==> src/rtl/apb_slave_regs.sv <==
// APB completer with an internal 8-bit register bank.
// Captures the transfer at SETUP, inserts WAIT_CYCLES wait states, then
// completes with pready. Writes are committed and read data is returned in
// the completing cycle. Addresses at or above DEPTH complete with pslverr.
module apb_slave_regs #(
   parameter int DEPTH       = 16,
   parameter int WAIT_CYCLES = 0
) (
   input  logic       pclk,
   input  logic       preset,
   input  logic       psel,
   input  logic       penable,
   input  logic       pwrite,
   input  logic [7:0] paddr,
   input  logic [7:0] pwdata,
   output logic [7:0] prdata,
   output logic       pready,
   output logic       pslverr
);

   localparam int         AW      = (DEPTH > 1) ? $clog2(DEPTH) : 1;
   localparam logic [8:0] DEPTH_W = 9'(DEPTH);

   typedef enum logic {IDLE, ACCESS} state_t;

   state_t        state_q, state_d;
   logic [3:0]    cnt_q, cnt_d;
   logic [7:0]    addr_q, addr_d;
   logic [7:0]    wdata_q, wdata_d;
   logic          wr_q, wr_d;
   logic [7:0]    mem_q [DEPTH];

   logic          in_range;
   logic          done;
   logic          mem_we;
   logic [AW-1:0] idx;

   // The compare is one bit wider so DEPTH=256 still works.
   assign in_range = ({1'b0, addr_q} < DEPTH_W);
   assign idx      = addr_q[AW-1:0];
   assign done     = (state_q == ACCESS) && psel && penable && (cnt_q == 4'd0);
   assign mem_we   = done && wr_q && in_range;

   assign pready   = done;
   assign pslverr  = done && !in_range;
   assign prdata   = (done && !wr_q && in_range) ? mem_q[idx] : 8'h00;

   // Next-state: capture at SETUP, count wait states, finish or abort.
   always_comb begin
      state_d = state_q;
      cnt_d   = cnt_q;
      addr_d  = addr_q;
      wr_d    = wr_q;
      wdata_d = wdata_q;
      case (state_q)
         IDLE: begin
            if (psel && !penable) begin
               addr_d  = paddr;
               wr_d    = pwrite;
               wdata_d = pwdata;
               cnt_d   = 4'(WAIT_CYCLES);
               state_d = ACCESS;
            end
         end
         ACCESS: begin
            if (!psel) begin
               state_d = IDLE;                // master abort, nothing commits
            end else if (cnt_q != 4'd0) begin
               cnt_d = cnt_q - 4'd1;
            end else if (penable) begin
               state_d = IDLE;                // completing cycle
            end
         end
         default: state_d = IDLE;
      endcase
   end

   // State, captured transfer and register bank; reset wins over a pending write.
   always_ff @(posedge pclk) begin
      if (preset) begin
         state_q <= IDLE;
         cnt_q   <= 4'd0;
         addr_q  <= 8'h00;
         wr_q    <= 1'b0;
         wdata_q <= 8'h00;
         for (int i = 0; i < DEPTH; i++) mem_q[i] <= 8'h00;
      end else begin
         state_q <= state_d;
         cnt_q   <= cnt_d;
         addr_q  <= addr_d;
         wr_q    <= wr_d;
         wdata_q <= wdata_d;
         if (mem_we) mem_q[idx] <= wdata_q;
      end
   end

endmodule

==> config.mk <==
export PLATFORM = sky130hd
export DESIGN_NAME = apb_slave_regs
export DESIGN_NICKNAME = d
export VERILOG_FILES = /design/src/rtl/apb_slave_regs.sv
export SDC_FILE = /design/constraint.sdc
export NUM_CORES = 1
export LEC_CHECK = 0
export BUFFER_PORTS_ARGS = -buffer_cell sky130_fd_sc_hd__buf_2
export CAP_MARGIN = 0
export CORE_MARGIN = 5
export CORE_UTILIZATION = 25
export CTS_BUF_LIST = sky130_fd_sc_hd__clkbuf_8
export DETAILED_ROUTE_END_ITERATION = 10
export SETUP_SLACK_MARGIN = 0.2
export SYNTH_ARGS = -nofsm -noshare
export SYNTH_HDL_FRONTEND = slang
export SYNTH_SLANG_ARGS = --single-unit
==> constraint.sdc <==
create_clock -name pclk -period 2.55 [get_ports pclk]
set_input_delay 0.255 -clock pclk [delete_from_list [all_inputs] [get_ports pclk]]
set_output_delay 0.255 -clock pclk [all_outputs]
set_load 0.005 [all_outputs]
# [After elaboration in Yosys (flattened, before gate mapping)]
# Memories as Yosys holds them, arrays and structs flattened. A register that Yosys moved wholly into a read port is not among the register bits.
# Index checks and enable logic that the tools add are counted.
[word_totals] out_inout_bits=10 inputBits=21 ff_bits=22 mem_bits_rw=128 memories=1 elab_cells=49
[mem_list] memory="mem_q" words=16 width=8 read_ports=1 rd_ports_with_merged_regs=1 write_ports=16 line_no="31" source="logic [7:0] mem_q [DEPTH];"
[classes] bitwise_logic=1 n_addsub=1 reduce_logical=17 n_eq_ne=3 order_cmp=1 muxes=20
[op_table] op="2-to-1 mux 4 bit" count=6
[op_table] op="2-to-1 mux 8 bit" count=2
[op_table] op="2-to-1 mux 1 bit" count=10
[op_table] op="logical AND 1 bit" count=9
[op_table] op="less-than comparator 8 x 5 -> 1 bit, second input constant" count=1
[op_table] op="case mux 4 bit (2 select lines)" count=1
[op_table] op="OR reduction 8 bit" count=1
[op_table] op="zero test 4 bit" count=1
[op_table] op="!= test 2 bit, second input constant" count=2
[op_table] op="nonzero test 4 bit" count=1
[op_table] op="subtractor 4 x 1 -> 4 bit, second input constant" count=1
[op_table] op="zero test 1 bit" count=3
[op_table] op="AND reduction 3 bit" count=1
[op_table] op="!= test 2 x 1 -> 1 bit, second input constant" count=1
[op_table] op="case mux 1 bit (2 select lines)" count=1
[op_table] op="AND reduction 2 bit" count=1
[op_table] op="inverter 1 bit" count=1

# [Longest topological paths before layout]
# Gate-level depths: netlist of run 1.
[depth] word_depth=10 ltp_mapped=7 ltp_nobuf=5

# [Worst setup path after synthesis of run 1]
# Ideal clock, no wire load.
[synth_timing] kind="flip-flop to flip-flop" start="register cnt_q[0]" end="memory mem_q[10][0] (enable)" setup_time_ns=0.387 slack_ns=0.266 arrival_time_ns=1.898 synth_period_minus_slack_ns=2.284 n_path_buf=2 path_stages_with_launch=8 t_required_ns=2.163 path_cell_list="dfxtp_1 inv_1 ha_1 nor3b_1 nand4b_1 buf_4 buf_6 o31ai_1"
[synth_lines] element="from (decl)" line_no="27" source="logic [3:0] cnt_q, cnt_d;"
[synth_lines] element="from (signal assigned)" line_no="89" source="cnt_q <= cnt_d;"
[synth_lines] element="to (decl)" line_no="31"

==> results of run 1 <==
==> through the flow <==
stage / instance area [sq um] / setup WS [ns] / power, mW
2_1_floorplan: 7017 / 0.2659 / 3.104
5_1_grt: 8383 / 0.08651 / 5.369
6_report: 8383 / 0.1537 / 5.180
3_3_place_gp: 7677 / 0.4366 / 3.247
3_5_place_dp: 7677 / 0.4403 / 3.248
4_1_cts: 8248 / 0.1716 / 5.202
==> logic make-up (layout without fill, tap and decap cells) <==
kind of cell    count (synthesis)  after routing
simple gates                  195            195
fa+ha+maj                       1              1
buf+inv                        74            123
compound gates                 49             49
flops                         154            154
mux                            48             48
xor+xnor                        1              1
==> final cells by class <==
class | instances | area, sq um | area share
repair buffers | 78 | 606.8 | 0.07239
inverters | 13 | 48.80 | 0.005821
flip-flops and latches | 154 | 4369 | 0.5212
clock buffers | 17 | 234.0 | 0.02791
multi-input cells | 294 | 2472 | 0.2949
well taps | 378 | 473.0 | 0.05642
clock inverters | 15 | 178.9 | 0.02134
==> timing repair <==
action | 4_1_cts | 5_1_grt
cloned | 1 | 2
pin swaps | 2 | 1
setup endpoints to repair | 8 | 8
buffers inserted | 2 | 4
hold buffers | 0 | 0
resized for setup | 22 | 9
==> worst max-delay path by stage <==
stage | from | endpoint
after detailed placement | cnt_q[1]$_SDFFE_PP0P_ | mem_q[9][1]$_SDFFCE_PN0P_
after global placement | flop | prdata[0]
after CTS | flop | prdata[0]
after global routing | flop | prdata[1]
after floorplan | cnt_q[0]$_SDFFE_PP0P_ | mem_q[10][0]$_SDFFCE_PN0P_
final | flop | prdata[1]
==> cells in the final DEF (no fill, tap or decap), drive strengths merged, types with 2 or more instances in the layout <==
| master | netlist | layout |
|---|---|---|
| nor3b | 2 | 2 |
| nand4 | 4 | 4 |
| o22ai | 8 | 8 |
| a21oi | 20 | 20 |
| edfxtp | 128 | 128 |
| nand2 | 38 | 38 |
| clkinvlp | 0 | 3 |
| nor2 | 4 | 4 |
| or3 | 2 | 2 |
| nor3 | 56 | 56 |
| clkbuf | 39 | 19 |
| nand3b | 2 | 2 |
| bufinv | 0 | 4 |
| o21ai | 9 | 9 |
| nor2b | 3 | 3 |
| and2 | 2 | 2 |
| o31ai | 9 | 9 |
| mux2i | 16 | 16 |
| mux4 | 32 | 32 |
| inv | 12 | 13 |
| buf | 22 | 76 |
| clkinv | 1 | 8 |
| nor4 | 73 | 73 |
| nand2b | 2 | 2 |
| dfxtp | 26 | 26 |
==> power groups by stage <==
stage	clock network, mW	registers, mW	logic [mW]
after detailed placement	0	2.89	0.361
after CTS	1.97	2.83	0.394
after global placement	0	2.89	0.361
final	1.94	2.84	0.408
after global routing	2.09	2.85	0.435
after floorplan	0	2.87	0.234
==> tightest hold or removal path: stages <==
cell	delay (ns)
buf_2	0.10
nand2_1	0.05
a21oi_1	0.05
==> routing by layer <==
metal | up-vias | GRT usage | share of wire
li1 | 2141 | - | -
met1 | 2288 | 0.1653 | 0.47
met2 | 156 | 0.1621 | 0.45
met3 | 11 | 0.02556 | 0.069
met4 | 0 | 0.02546 | 0.011
met5 | - | 0 | 0
==> flip-flops by register name, summed over array words and instances (netlist names), named ones only <==
register	count
cnt_q	4
mem_q	128
wdata_q	8
wr_q	1
addr_q	8
state_q	1
==> run_results.csv, run 1 <==
group,metric,value,unit
routing,wl_per_cell,18.04,microns
timing,min_period,2.396,ns
pwr,p_seq_frac,0.547,
logic_synthesis,synth_top_family_by_area,"simple AND/OR/NAND/NOR gates",
logic_synthesis,syn_inst,522,
cts,clk_latency,0.44,ns
timing,whs,0.05017,ns
logic_synthesis,synth-simple-area-share,0.1596,
logic_synthesis,ys_seq_area_frac,0.6220,
floorplanning,fp.dieH,177.5,microns
critical_path,crit_path_start_kind,"flop",
logic_synthesis,synth-seq-cells,154,
worst_hold_path,min-delay-start,"pwrite",
global_routing,grt_pass1_wl,26680,microns
timing,tightestPinTransition,0.7450,ns
logic_synthesis,synth_edf_count,128,
worst_hold_path,min_to,"wr_q$_SDFFE_PP0P_",
pwr,swShare,0.2269,
floorplanning,ios,31,
pwr,leakagePower,2.568,nW
cts,cts_buffers,17,
pwr,clockPowerShare,0.374,
pwr,intPower,4.005,mW
timing,final_hold_viol_count,0,
floorplanning,initial_utilization,0.2526,
pwr,combPwrFrac,0.079,
critical_path,critPathBufInv,2,
floorplanning,core-area,27780,sq um
critical_path,cp_slowest_cell,"mux4_2",
floorplanning,dieArea,31520,sq um
critical_path,cp.arrival,2.14,ns
placed_design,hpwl,10740,microns
cts,cts_root_buffer,"clkbuf_8",
critical_path,critical_path_class,"reg2out",
outcome,status,"completed",
cts,cts_tree,"built",
timing,clock_skew,0.01332,ns
job,cap_viol_max_count,0,
cts,h-tree-depth,4,
logic_synthesis,synth_area_per_cell,13.44,sq um
global_routing,grt_pass1_vias,4593,
critical_path,ff2ff_setup_slack,0.43,ns
critical_path,rr_endpoint,"mem_q[8][1]$_SDFFCE_PN0P_",
logic_synthesis,yosysWarningCount,0,
routing,drtAntennaViolNets,0,
timing,setup_viol,0,
pwr,p_sw,1.175,mW
finish,area_delta_synth_final,19.47,%
logic_synthesis,synth_area,7017,sq um
logic_synthesis,synth_most_common_cell,"edfxtp_1",
global_routing,grt_max_degree,58,
global_routing,antenna_found_initial,0,
finish,fin_nets,580,
critical_path,slowest_delay,0.56,ns
logic_synthesis,yosysTopAreaCell,"edfxtp_1",
floorplanning,die_x,177.5,microns
worst_hold_path,holdPathStages,3,
routing,drc,0,
placed_design,portBuffers,30,
critical_path,cpLargestDelayFamily,"multiplexers",
finish,fin_util,0.3017,
finish,fill_cells,2822,
floorplanning,row_count,61,
placed_design,dpl.cell_count,908,
critical_path,cp.depth,5,
logic_synthesis,ys_top_cells_by_area,"edfxtp_1 (55%), mux4_2 (10%), dfxtp_1 (7.4%)",
timing,rsz0062_at_grt,"true",
global_routing,grt_util_all_layers,0.1104,
global_routing,grt_remaining_overflow,0,
timing,finalCritPeriodShare,0.9397,
finish,drive_gt1_frac,0.2942,
timing,max_slew_margin,0.5028,
critical_path,crit_path_end_kind,"output port",
routing,firstDrtPassIters,5,
routing,via_per_inst,4.843,
logic_synthesis,synthMuxAreaShare,0.1255,
timing,fmax,417.3,MHz
logic_synthesis,yosysUniqueCellTypes,43,
finish,diodes,0,
timing,fin_tns_setup,0,ns
critical_path,reg2reg_from,"addr_q[7]$_SDFFE_PP0P_",
routing,wl,17120,microns
logic_synthesis,synth_xor_area_frac,0.001248,
logic_synthesis,ys_top_cells_by_count,"edfxtp_1 (128), nor4_1 (68), nor3_1 (56)",
pwr,max-vdd-ir-drop,274.4,uV
logic_synthesis,synthFlopType,"edfxtp_1",
placed_design,place_congestion,0.8110,
logic_synthesis,synth-adder-area-share,0.001783,
critical_path,cp.required,2.30,ns
cts,ctsLongestPathBuffers,2,
critical_path,reg2regPathDepth,5,
routing,drt_iter0_markers,479,
logic_synthesis,synth_compound_area_frac,0.04101,
logic_synthesis,synthArstFlopShare,0,
cts,cts_sinks,154,
pwr,powerDensity,617.9,nW/um^2
cts,clkTransAtPathRegs,0.08,ns
worst_hold_path,hold_class,"in2reg",
routing,via_count,4596,
finish,final_cells,949,
logic_synthesis,synth_top_cell_area_share,0.5478,
timing,finalMaxSlewViolations,0,
critical_path,crit_chain,"clkbuf_16 > mux4_2 > mux2i_4 > o22ai_2 > buf_2",
logic_synthesis,synth_nets,544,
critical_path,cp_max_fo,8,
Power figures use the tool's default switching activity.
==> run 2: changes to the inputs <==
Settings changed: BUFFER_PORTS_ARGS -buffer_cell sky130_fd_sc_hd__buf_2 to -buffer_cell sky130_fd_sc_hd__buf_4.
==> run 2 against run 1 <==
  * Worst setup slack got worse by 0.018 ns
  * Critical path depth rose by 1
  * Global-route usage rose by 0.46 points
  * Largest power group unchanged
  * Register-to-register slack improved by 0.02 ns
  * First-iteration DRC count rose by 15%
==> run_results.csv, run 2 (synthesis results as in run 1) <==
group,metric,value,unit
timing,max_slew_margin,0.4509,
pwr,combPwrFrac,0.079,
pwr,leakagePower,2.576,nW
floorplanning,ios,31,
routing,drc,0,
global_routing,grt_pass1_vias,4525,
floorplanning,die_x,177.5,microns
routing,drtAntennaViolNets,0,
worst_hold_path,hold_class,"in2reg",
timing,tightestPinTransition,0.8227,ns
cts,ctsHoldBuffers,0,
timing,final_hold_viol_count,0,
critical_path,slowest_delay,0.54,ns
critical_path,cp.required,2.30,ns
placed_design,place_congestion,0.7622,
timing,rsz0062_at_grt,"true",
critical_path,cp.arrival,2.16,ns
timing,fmax,414.2,MHz
critical_path,crit_path_end,"prdata[0]",
global_routing,grt_remaining_overflow,0,
cts,ctsLongestPathBuffers,2,
critical_path,cp_max_fo,8,
global_routing,grt_util_all_layers,0.1149,
critical_path,crit_path_end_kind,"output port",
outcome,status,"completed",
cts,cts_buffers,17,
cts,cts_tree,"built",
timing,fin_tns_setup,0,ns
global_routing,antenna_found_initial,0,
critical_path,reg2regPathDepth,8,
cts,clkTransAtPathRegs,0.09,ns
routing,wl,17830,microns
pwr,max-vdd-ir-drop,263.5,uV
finish,drive_gt1_frac,0.2799,
pwr,swShare,0.2444,
critical_path,reg2reg_from,"cnt_q[0]$_SDFFE_PP0P_",
finish,final_cells,946,
critical_path,cp_slowest_cell,"mux4_2",
timing,finalCritPeriodShare,0.9469,
critical_path,crit_path_start_kind,"flop",
finish,final_common_cell,"edfxtp_1",
timing,finalMaxSlewViolations,0,
pwr,p_sw,1.279,mW
timing,clock_skew,0.01252,ns
job,cap_viol_max_count,0,
pwr,p_seq_frac,0.541,
finish,fin_util,0.3007,
critical_path,ff2ff_setup_slack,0.45,ns
global_routing,grt_pass1_wl,27400,microns
finish,diodes,0,
global_routing,grt_max_degree,54,
routing,via_count,4603,
cts,cts_root_buffer,"clkbuf_8",
cts,h-tree-depth,4,
routing,drt_iter0_markers,551,
routing,via_per_inst,4.866,
timing,setup_viol,0,
floorplanning,row_count,61,
cts,clk_latency,0.45,ns
finish,fill_cells,2865,
floorplanning,core-area,27780,sq um
finish,largest_reg_flops,128,
placed_design,placed_area,7752,sq um
timing,min_period,2.414,ns
finish,area_delta_synth_final,19.04,%
finish,post-route-cell-area,8353,sq um
floorplanning,fp.dieH,177.5,microns
finish,mostFrequentLayoutCells,"edfxtp_1 (128), nor4_1 (68), buf_4 (68)",
finish,fin_nets,578,
pwr,intPower,3.954,mW
routing,firstDrtPassIters,4,
critical_path,crit_chain,"buf_6 > buf_16 > mux4_2 > mux2i_1 > o22ai_2 > buf_4",
finish,largest_register,"mem_q",
placed_design,hpwl,11230,microns
placed_design,dpl.cell_count,908,
floorplanning,dieArea,31520,sq um
pwr,powerDensity,626.5,nW/um^2
pwr,clockPowerShare,0.381,
placed_design,portBuffers,30,
routing,wl_per_cell,18.85,microns
critical_path,rr_endpoint,"mem_q[0][7]$_SDFFCE_PN0P_",
finish,reg_top3,"mem_q: 128 flops, addr_q: 8 flops, wdata_q: 8 flops",
critical_path,critical_path_class,"reg2out",
cts,cts_sinks,154,
floorplanning,initial_utilization,0.2526,
-- run 2: through the flow --
| stage | setup slack [ns] | hold WS, ns | power (mW) |
|---|---|---|---|
| floorplan | 0.2659 | 0.3910 | 3.104 |
| detailed placement | 0.4489 | 0.4519 | 3.265 |
| CTS | 0.1288 | 0.01922 | 5.256 |
| finish | 0.1355 | 0.04353 | 5.233 |
| global route | 0.04396 | 0.02896 | 5.413 |
| global placement | 0.4558 | 0.4479 | 3.261 |
-- run 2: what timing repair did --
action                                  CTS  global route
resized for setup                         9             7
gates cloned                              3             0
endpoints found under the setup margin    8             8
pin swaps                                 1             2
buffers inserted                          3             1
-- run 2: worst min-delay path by stage --
stage	from	endpoint	slack (ns)	cells after the start
6_report	pwdata[5]	wdata_q[5]$_SDFFE_PP0P_	0.04	3
5_1_grt	pwdata[5]	wdata_q[5]$_SDFFE_PP0P_	0.03	3
4_1_cts	pwdata[7]	wdata_q[7]$_SDFFE_PP0P_	0.02	3
3_5_place_dp	wdata_q[0]$_SDFFE_PP0P_	wdata_q[0]$_SDFFE_PP0P_	0.45	2
3_3_place_gp	wdata_q[0]$_SDFFE_PP0P_	wdata_q[0]$_SDFFE_PP0P_	0.45	2
2_1_floorplan	pwdata[0]	wdata_q[0]$_SDFFE_PP0P_	0.39	2
-- run 2: area by class of cell --
cell class	count	area (sq um)	area share
sequential	154	4368	0.5229
clock inverter	14	186.4	0.02232
multi-input combinational	294	2359	0.2824
tap	378	473.0	0.05662
inverter	13	48.80	0.005842
timing repair buffer	76	684.4	0.08194
clock buffer	17	234.0	0.02801
-- run 2: worst max-delay path: cells and delay by family, from the launching register on --
family | cells | cell delay, ns
muxes | 2 | 0.74
DFF | 1 | 0.40
AOI/OAI and AO/OA | 1 | 0.12
buffers and inverters | 3 | 0.44
-- run 2: power groups by stage --
stage               registers (mW)  logic [mW]  clock network (mW)
global route                  2.84       0.440                2.14
global placement              2.89       0.375                   0
CTS                           2.83       0.404                2.02
floorplan                     2.87       0.234                   0
finish                        2.83       0.411                1.99
detailed placement            2.89       0.377                   0
-- run 2: routing by layer --
| metal | vias to the layer above | share of wire | track usage |
|---|---|---|---|
| met3 | 17 | 0.066 | 0.02471 |
| met4 | 0 | 0.014 | 0.03223 |
| met2 | 167 | 0.45 | 0.1648 |
| li1 | 2130 | - | - |
| met5 | - | 0 | 0 |
| met1 | 2289 | 0.47 | 0.1744 |
